[config.mk]
export PLATFORM = sky130hd
export DESIGN_NAME = deg_out_packer_flat
export DESIGN_NICKNAME = d
export VERILOG_FILES = /design/src/rtl/deg_out_if.sv /design/src/rtl/deg_out_packer.sv /design/src/flat_wrapper.sv
export SDC_FILE = /design/constraint.sdc
export NUM_CORES = 1
export LEC_CHECK = 0
export CAP_MARGIN = 10
export CORE_MARGIN = 2
export CORE_UTILIZATION = 55
export CTS_BUF_LIST = sky130_fd_sc_hd__clkbuf_16
export CTS_CLUSTER_DIAMETER = 200
export DETAILED_ROUTE_END_ITERATION = 8
export GPL_TIMING_DRIVEN = 0
export PLACE_DENSITY_LB_ADDON = 0.08
export SLEW_MARGIN = 20
export SYNTH_ARGS = -nofsm -noshare
export SYNTH_HDL_FRONTEND = slang
export SYNTH_SLANG_ARGS = --single-unit
[constraint.sdc]
create_clock -name clock -period 3.72 [get_ports clock]
set_clock_uncertainty 0.05 [all_clocks]
set_input_delay 0.558 -clock clock [delete_from_list [all_inputs] [get_ports clock]]
set_output_delay 0.558 -clock clock [all_outputs]
set_load 0.03 [all_outputs]
[src/rtl/deg_out_if.sv]
// Producer-side handshake and record output of the DEG output packer.
// The slave modport is the packer's view; master is the producer/sink side.
interface deg_out_if #(
  parameter int DEG_DATA_WIDTH  = 64,
  parameter int MAGIC_NUM_WIDTH = 16
);
  logic                                      in_valid;
  logic                                      in_ready;
  logic [DEG_DATA_WIDTH-1:0]                 in_data;
  logic                                      out_enable;
  logic [DEG_DATA_WIDTH+MAGIC_NUM_WIDTH-1:0] out_data;
  logic [31:0]                               emit_count;

  modport master (
    output in_valid, in_data,
    input  in_ready, out_enable, out_data, emit_count
  );

  modport slave (
    input  in_valid, in_data,
    output in_ready, out_enable, out_data, emit_count
  );
endinterface

[src/rtl/deg_out_packer.sv]
// Buffers DEG records in a small FIFO and emits them tagged with a magic number,
// rate-limited by a gap counter, with optional heartbeat records when idle.
module deg_out_packer #(
  parameter int                         DEG_DATA_WIDTH  = 64,
  parameter int                         MAGIC_NUM_WIDTH = 16,
  parameter logic [MAGIC_NUM_WIDTH-1:0] MAGIC_NUM       = 16'hDE60,
  parameter logic [MAGIC_NUM_WIDTH-1:0] HB_MAGIC        = 16'hDEB0,
  parameter int                         DEPTH           = 4,
  parameter int                         GAP_CYCLES      = 0,
  parameter int                         HEARTBEAT       = 0
) (
  input logic       clock,
  input logic       reset,
  deg_out_if.slave  bus
);
  localparam int AW = $clog2(DEPTH);
  localparam int GW = (GAP_CYCLES > 0) ? $clog2(GAP_CYCLES + 1) : 1;
  localparam int IW = (HEARTBEAT > 0) ? $clog2(HEARTBEAT + 1) : 1;
  localparam int OW = DEG_DATA_WIDTH + MAGIC_NUM_WIDTH;
  localparam logic [GW-1:0] GAP_LOAD = GW'(GAP_CYCLES);
  localparam logic [IW-1:0] IDLE_MAX = IW'(HEARTBEAT);

  logic [DEG_DATA_WIDTH-1:0] mem [DEPTH];
  logic [AW:0]               wr_ptr, rd_ptr;
  logic [GW-1:0]             gap_cnt;
  logic [IW-1:0]             idle_cnt;
  logic [63:0]               cyc;
  logic                      out_en_q;
  logic [OW-1:0]             out_data_q;
  logic [31:0]               emit_cnt_q;
  logic                      empty, full, push, data_emit, hb_emit, emit;

  // Extra pointer bit distinguishes full from empty when the indices match.
  assign empty = (wr_ptr == rd_ptr);
  assign full  = (wr_ptr[AW] != rd_ptr[AW]) && (wr_ptr[AW-1:0] == rd_ptr[AW-1:0]);

  assign bus.in_ready = !full && !reset;
  assign push         = bus.in_valid && bus.in_ready;

  // Data always beats heartbeat: heartbeat additionally requires an empty FIFO.
  assign data_emit = !empty && (gap_cnt == '0);
  assign hb_emit   = (HEARTBEAT > 0) && (idle_cnt == IDLE_MAX) && empty && (gap_cnt == '0);
  assign emit      = data_emit || hb_emit;

  always_ff @(posedge clock) begin
    if (push) mem[wr_ptr[AW-1:0]] <= bus.in_data;
  end

  always_ff @(posedge clock) begin
    if (reset) begin
      wr_ptr     <= '0;
      rd_ptr     <= '0;
      gap_cnt    <= '0;
      idle_cnt   <= '0;
      cyc        <= '0;
      out_en_q   <= 1'b0;
      out_data_q <= '0;
      emit_cnt_q <= '0;
    end else begin
      cyc      <= cyc + 64'd1;
      out_en_q <= emit;
      if (push)      wr_ptr <= wr_ptr + 1'b1;
      if (data_emit) rd_ptr <= rd_ptr + 1'b1;

      if (data_emit)    out_data_q <= {MAGIC_NUM, mem[rd_ptr[AW-1:0]]};
      else if (hb_emit) out_data_q <= {HB_MAGIC, DEG_DATA_WIDTH'(cyc)};

      if (emit) begin
        emit_cnt_q <= emit_cnt_q + 32'd1;
        gap_cnt    <= GAP_LOAD;
        idle_cnt   <= '0;
      end else begin
        if (gap_cnt != '0)       gap_cnt  <= gap_cnt - 1'b1;
        if (idle_cnt != IDLE_MAX) idle_cnt <= idle_cnt + 1'b1;
      end
    end
  end

  assign bus.out_enable = out_en_q;
  assign bus.out_data   = out_data_q;
  assign bus.emit_count = emit_cnt_q;
endmodule

[src/flat_wrapper.sv]
// flat-port wrapper written by rule: the top's interface ports become plain ports
module deg_out_packer_flat 
#(
  parameter int                         DEG_DATA_WIDTH  = 64,
  parameter int                         MAGIC_NUM_WIDTH = 16,
  parameter logic [MAGIC_NUM_WIDTH-1:0] MAGIC_NUM       = 16'hDE60,
  parameter logic [MAGIC_NUM_WIDTH-1:0] HB_MAGIC        = 16'hDEB0,
  parameter int                         DEPTH           = 4,
  parameter int                         GAP_CYCLES      = 0,
  parameter int                         HEARTBEAT       = 0
)
  (clock, reset, bus_in_valid, bus_in_data, bus_in_ready, bus_out_enable, bus_out_data, bus_emit_count);
  deg_out_if #(.DEG_DATA_WIDTH(DEG_DATA_WIDTH), .MAGIC_NUM_WIDTH(MAGIC_NUM_WIDTH)) bus_i ();
  input logic clock;
  input logic reset;
  input wire logic [$bits(bus_i.in_valid)-1:0] bus_in_valid;
  input wire logic [$bits(bus_i.in_data)-1:0] bus_in_data;
  output wire logic [$bits(bus_i.in_ready)-1:0] bus_in_ready;
  output wire logic [$bits(bus_i.out_enable)-1:0] bus_out_enable;
  output wire logic [$bits(bus_i.out_data)-1:0] bus_out_data;
  output wire logic [$bits(bus_i.emit_count)-1:0] bus_emit_count;
  assign bus_i.in_valid = bus_in_valid;
  assign bus_i.in_data = bus_in_data;
  assign bus_in_ready = bus_i.in_ready;
  assign bus_out_enable = bus_i.out_enable;
  assign bus_out_data = bus_i.out_data;
  assign bus_emit_count = bus_i.emit_count;
  deg_out_packer #(.DEG_DATA_WIDTH(DEG_DATA_WIDTH), .MAGIC_NUM_WIDTH(MAGIC_NUM_WIDTH), .MAGIC_NUM(MAGIC_NUM), .HB_MAGIC(HB_MAGIC), .DEPTH(DEPTH), .GAP_CYCLES(GAP_CYCLES), .HEARTBEAT(HEARTBEAT)) u_core (.clock(clock), .reset(reset), .bus(bus_i));
endmodule
Yosys cells after proc, flatten, opt, wreduce, memory -nomap -nowiden

Memories as Yosys holds them, arrays and structs flattened. A register that Yosys moved wholly into a read port is not among the register bits.
Cells that the tools add are included.

Input port bits: 67
Memories: 1
Output and inout port bits: 114
Word-level logic and storage cells: 25
Bits in writable memories: 256
Register bits: 105

Memory list:

| name       | words | bits a word | rd ports | clocked after Yosys merged registers in | wr ports | line                 | RTL |
|---|---|---|---|---|---|---|---|
| u_core.mem | 4     | 64          | 1        | 1                                       | 1        | deg_out_packer.sv:23 | `logic [DEG_DATA_WIDTH-1:0] mem [DEPTH];` |

Equality and inequality tests: 3
Add/subtract/negate cells: 4
Bitwise operators: 1
Reductions and logical operators: 8
Muxes and demuxes: 2

Operators with widths:

| kind                    | number |
|---|---|
| $add A32 B1 Y32 const B | 1 |
| $add A3 B1 Y3 const B   | 2 |
| $logic_and A1 B1 Y1     | 4 |
| $eq A3 B3 Y1            | 1 |
| $logic_not A1 Y1        | 3 |
| $reduce_or A3 Y1        | 1 |
| $eq A2 B2 Y1            | 1 |
| $mux W1                 | 2 |
| $ne A1 B1 Y1            | 1 |
| $not A1 Y1              | 1 |
| $sub A1 B1 Y1 const B   | 1 |

Longest topological paths before layout

Depth after elaboration: 7
Gate-level depth with buffers: 7

Least setup slack after synthesis

Ideal clock, no wire load.

Path kind: register to register
From: register u_core.rd_ptr[0]
To: memory u_core.mem[3][0] (enable)
Data arrival time: 2,812 ps
Path buffers: 1
Setup slack: 428 ps
Stages on the path, launching flop included: 5
Clock period less this slack: 3,292 ps
Path through: dfxtp_1 clkbuf_1 xnor2_1 a311oi_1 and2_1

Longest elaborated chain between the ends: 7

RTL lines:

| item                          | line                 | RTL |
|---|---|---|
| from (decl)                   | deg_out_packer.sv:24 | `logic [AW:0] wr_ptr, rd_ptr;` |
| from (signal assigned)        | deg_out_packer.sv:63 | `if (data_emit) rd_ptr <= rd_ptr + 1'b1;` |
| $eq A2 B2 Y1                  | deg_out_packer.sv:35 | `assign full = (wr_ptr[AW] != rd_ptr[AW]) && (wr_ptr[AW-1:0] == rd_ptr[AW-1:0]);` |
| $logic_and A1 B1 Y1           | deg_out_packer.sv:35 |  |
| $logic_not A1 Y1              | deg_out_packer.sv:37 | `assign bus.in_ready = !full && !reset;` |
| $logic_and A1 B1 Y1           | deg_out_packer.sv:37 |  |
| $logic_and A1 B1 Y1           | deg_out_packer.sv:38 | `assign push = bus.in_valid && bus.in_ready;` |
| $mux W1                       | deg_out_packer.sv:46 | `if (push) mem[wr_ptr[AW-1:0]] <= bus.in_data;` |
| $mux W1 (not written as such) | deg_out_packer.sv:46 |  |
| to (decl)                     | deg_out_packer.sv:23 |  |

No other way between the ends.

Worst setup path in the final report

From: register u_core.rd_ptr[0]
To: output port bus_in_ready

Longest elaborated chain between the ends: 4

RTL lines:

| item                | line                 | RTL |
|---|---|---|
| $eq A2 B2 Y1        | deg_out_packer.sv:35 |  |
| $logic_and A1 B1 Y1 | deg_out_packer.sv:35 |  |
| $logic_not A1 Y1    | deg_out_packer.sv:37 |  |
| $logic_and A1 B1 Y1 | deg_out_packer.sv:37 |  |
| to (decl)           | flat_wrapper.sv:18   | `output wire logic [$bits(bus_i.in_ready)-1:0] bus_in_ready;` |

No other way between the ends.

==> impl_metrics.yaml <==
floorplan:
  die_h_um: 161
  fp.coreArea_um2: 24300
  rows: 57
  io_pins: 181
  die-area_um2: 26000
  start_util_pct: 55.9
  die_w_um: 161
cells_and_area:
  finish.instance_area_um2: 17000
  final_cell_mix: "edfxtp_1 (256), clkdlybuf4s50_1 (172), nand2_1 (145), dfxtp_1 (105), a21oi_1 (87)"
  antenna_cells: 0
  area_growth_pct: 25.3
  drive_gt1_share_pct: 14.3
  fin_cells: 1452
  nets: 1173
  fillers: 1665
  mostFrequentLayoutCell: "edfxtp_1"
global_routing:
  antenna_found_initial: 2
  top_usage_layer: "met2"
  grt_pass1_vias: 8052
  use_met1_pct: 29.9
  use_met2_pct: 35.5
  grtUsageTotal_pct: 21.6
  overflow: 0
  grt_pass1_wl_mm: 43.4
  globalRouteMet3Util_pct: 4.52
  grt_max_degree: 45
worst_setup_path:
  crit_arrival_ns: 2.31
  path_max_fanout: 5
  endpoint_kind: "primary output"
  worstRegToRegCells: 5
  rrSetupSlack_ns: 0.81
  crit_start: "u_core.rd_ptr[0]"
  r2r-start: "u_core.rd_ptr[0]"
  endpoint: "bus_in_ready"
  cp.required_ns: 3.11
  rr_endpoint: "u_core.mem[0][0]"
  setup.worst_path.class: "reg2out"
  start_kind: "flop"
timing:
  max_slew.worst_pin.slew_ns: 0.982
  clock.fmax_mhz: 342
  min_period_ns: 2.92
  slew_headroom_pct: 34.1
  final_hold_viol_count: 0
  rsz0062_at_grt: "false"
  maxSlewViolCount: 0
  fin_tns_setup_ns: 0
  final-setup-viol-count: 0
  post-route-period-util_pct: 78.5
synth:
  synth.area.top_cells: "edfxtp_1 (57%), dfxtp_1 (15%), mux4_2 (11%)"
  synth_ff_type: "edfxtp_1"
  synth-edff-count: 256
  synth_top_area_share_pct: 56.6
  synth-async-reset-ratio_pct: 0
  ys_seq_area_share_pct: 72.0
  ys_types: 43
  syn_avg_cell_area_um2: 15.5
  ys_seq_elements: 361
  synth_area_um2: 13600
  synthCells: 876
  yosys_warnings: 0
  yosysTopAreaCell: "edfxtp_1"
drt:
  drc: 0
  dr.pass1.iters: 5
  vias: 7989
  viasPerCell: 5.50
  wl_mm: 27.6
  drt_iter0_drc: 688
  post_drt_wl_per_cell_um: 19.0
  ant_nets: 0
worst_hold_path:
  hold_class: "reg2reg"
  hold_start: "u_core.bus.out_data[2]"
placed_design:
  place.port_buffers: 172
  dp_cells: 1384
  dp_hpwl_mm: 17.4
  place_congestion: 0.819
  placed_area_um2: 15900
power_and_ir_drop:
  power_density_nw_per_um2: 601
  p_comb_share_pct: 19.7
  p_int_uw: 7550
  p_sw_uw: 2700
  p_seq_share_pct: 45.7
  total_leakage_power_uw: 0.00556
  irDropWorstVdd_mv: 0.493
  p_clk_share_pct: 34.6
  switching_share_pct: 26.3
clocking:
  cts_buffers: 38
  holdBufCountCts: 0
  cts_tree: "yes"
  clockBufferDepth: 3
  cts_resized: 0
  clkTransAtPathRegs_ns: 0.06
  htreeDepth: 2
  cts.sinks: 361
  clk_latency_ns: 0.51
  root_buffer: "clkbuf_16"
  post_cts_buffers: 0
job:
  cap_violations: 0
status:
  status: "completed"
[cell families (layout without fill, tap and decap cells)]
family,after synthesis,after routing,synth area share [%]
DFF,361,361,72.0
and+or+nand+nor,231,231,7.90
AOI/OAI and AO/OA,120,120,4.98
buffers and inverters,75,319,2.61
muxes,72,72,11.3
xor gates and xnor gates,10,10,0.644
adders and majority gates,6,6,0.552
other,1,9,0.0276
[per-stage QoR]
stage	hold slack, ns	power (uW)	utilization (%)	worst slack [ns]
after floorplan	0.445	6070	-	0.428
after global placement	0.392	6790	64.8	-1.48
after detailed placement	0.395	6810	65.2	0.353
after CTS	0.403	10400	70.1	0.755
after global routing	0.419	10700	70.1	0.632
final	0.400	10200	70.1	0.800
[worst min-delay path by stage]
stage | to | slack (ns) | cells after the start
floorplan | u_core.rd_ptr[2] | 0.44 | 2
global placement | u_core.bus.out_data[11] | 0.39 | 2
detailed placement | u_core.bus.out_data[19] | 0.40 | 2
CTS | u_core.bus.out_data[19] | 0.40 | 2
global route | u_core.bus.out_data[17] | 0.42 | 2
finish | u_core.bus.out_data[2] | 0.40 | 2
[cells in the mapped netlist (10+ instances only)]
cell,n
o31ai_1,14
nand3_1,10
a21oi_1,87
nand2_1,145
buf_4,15
clkbuf_1,37
edfxtp_1,256
or4_1,13
nor2_1,15
buf_2,13
dfxtp_1,105
mux4_2,64
[power by group through the flow]
stage	clock, uW	sequential (uW)	combinational (uW)
2_1_floorplan	0	5040	1030
3_3_place_gp	0	4770	2010
3_5_place_dp	0	4770	2050
4_1_cts	3610	4680	2060
5_1_grt	3800	4700	2190
6_report	3540	4680	2020
[state kept, by name, summed over array words and instances, names as in the netlist]
name	cells
u_core.wr_ptr	3
u_core.bus.emit_count	32
u_core.mem	256
u_core.bus.out_data	65
u_core.gap_cnt	1
u_core.rd_ptr	3
u_core.bus.out_enable	1
[layout make-up]
cell class	instances	area, um^2	share of cell area (%)
flip-flops and latches	361	9790	57.5
multi-input cells	448	3490	20.5
repair buffers	176	1820	10.7
clock buffers	39	976	5.73
well taps	324	405	2.38
plain buffers	67	325	1.91
clock inverters	29	200	1.17
inverters	8	30.0	0.176
[worst max-delay path, stage by stage (launching register included)]
cell	delay, ns
dfxtp_1	0.34
clkbuf_1	0.20
xnor2_1	0.16
a31oi_1	0.36
clkdlybuf4s50_1	0.74
[per-layer routing]
layer	share of wire [%]	wire (um)
met1	43	12000
met4	1.7	470
met5	0	0
met3	5.8	1600
met2	49	13500
Power figures use the tool's default switching activity.
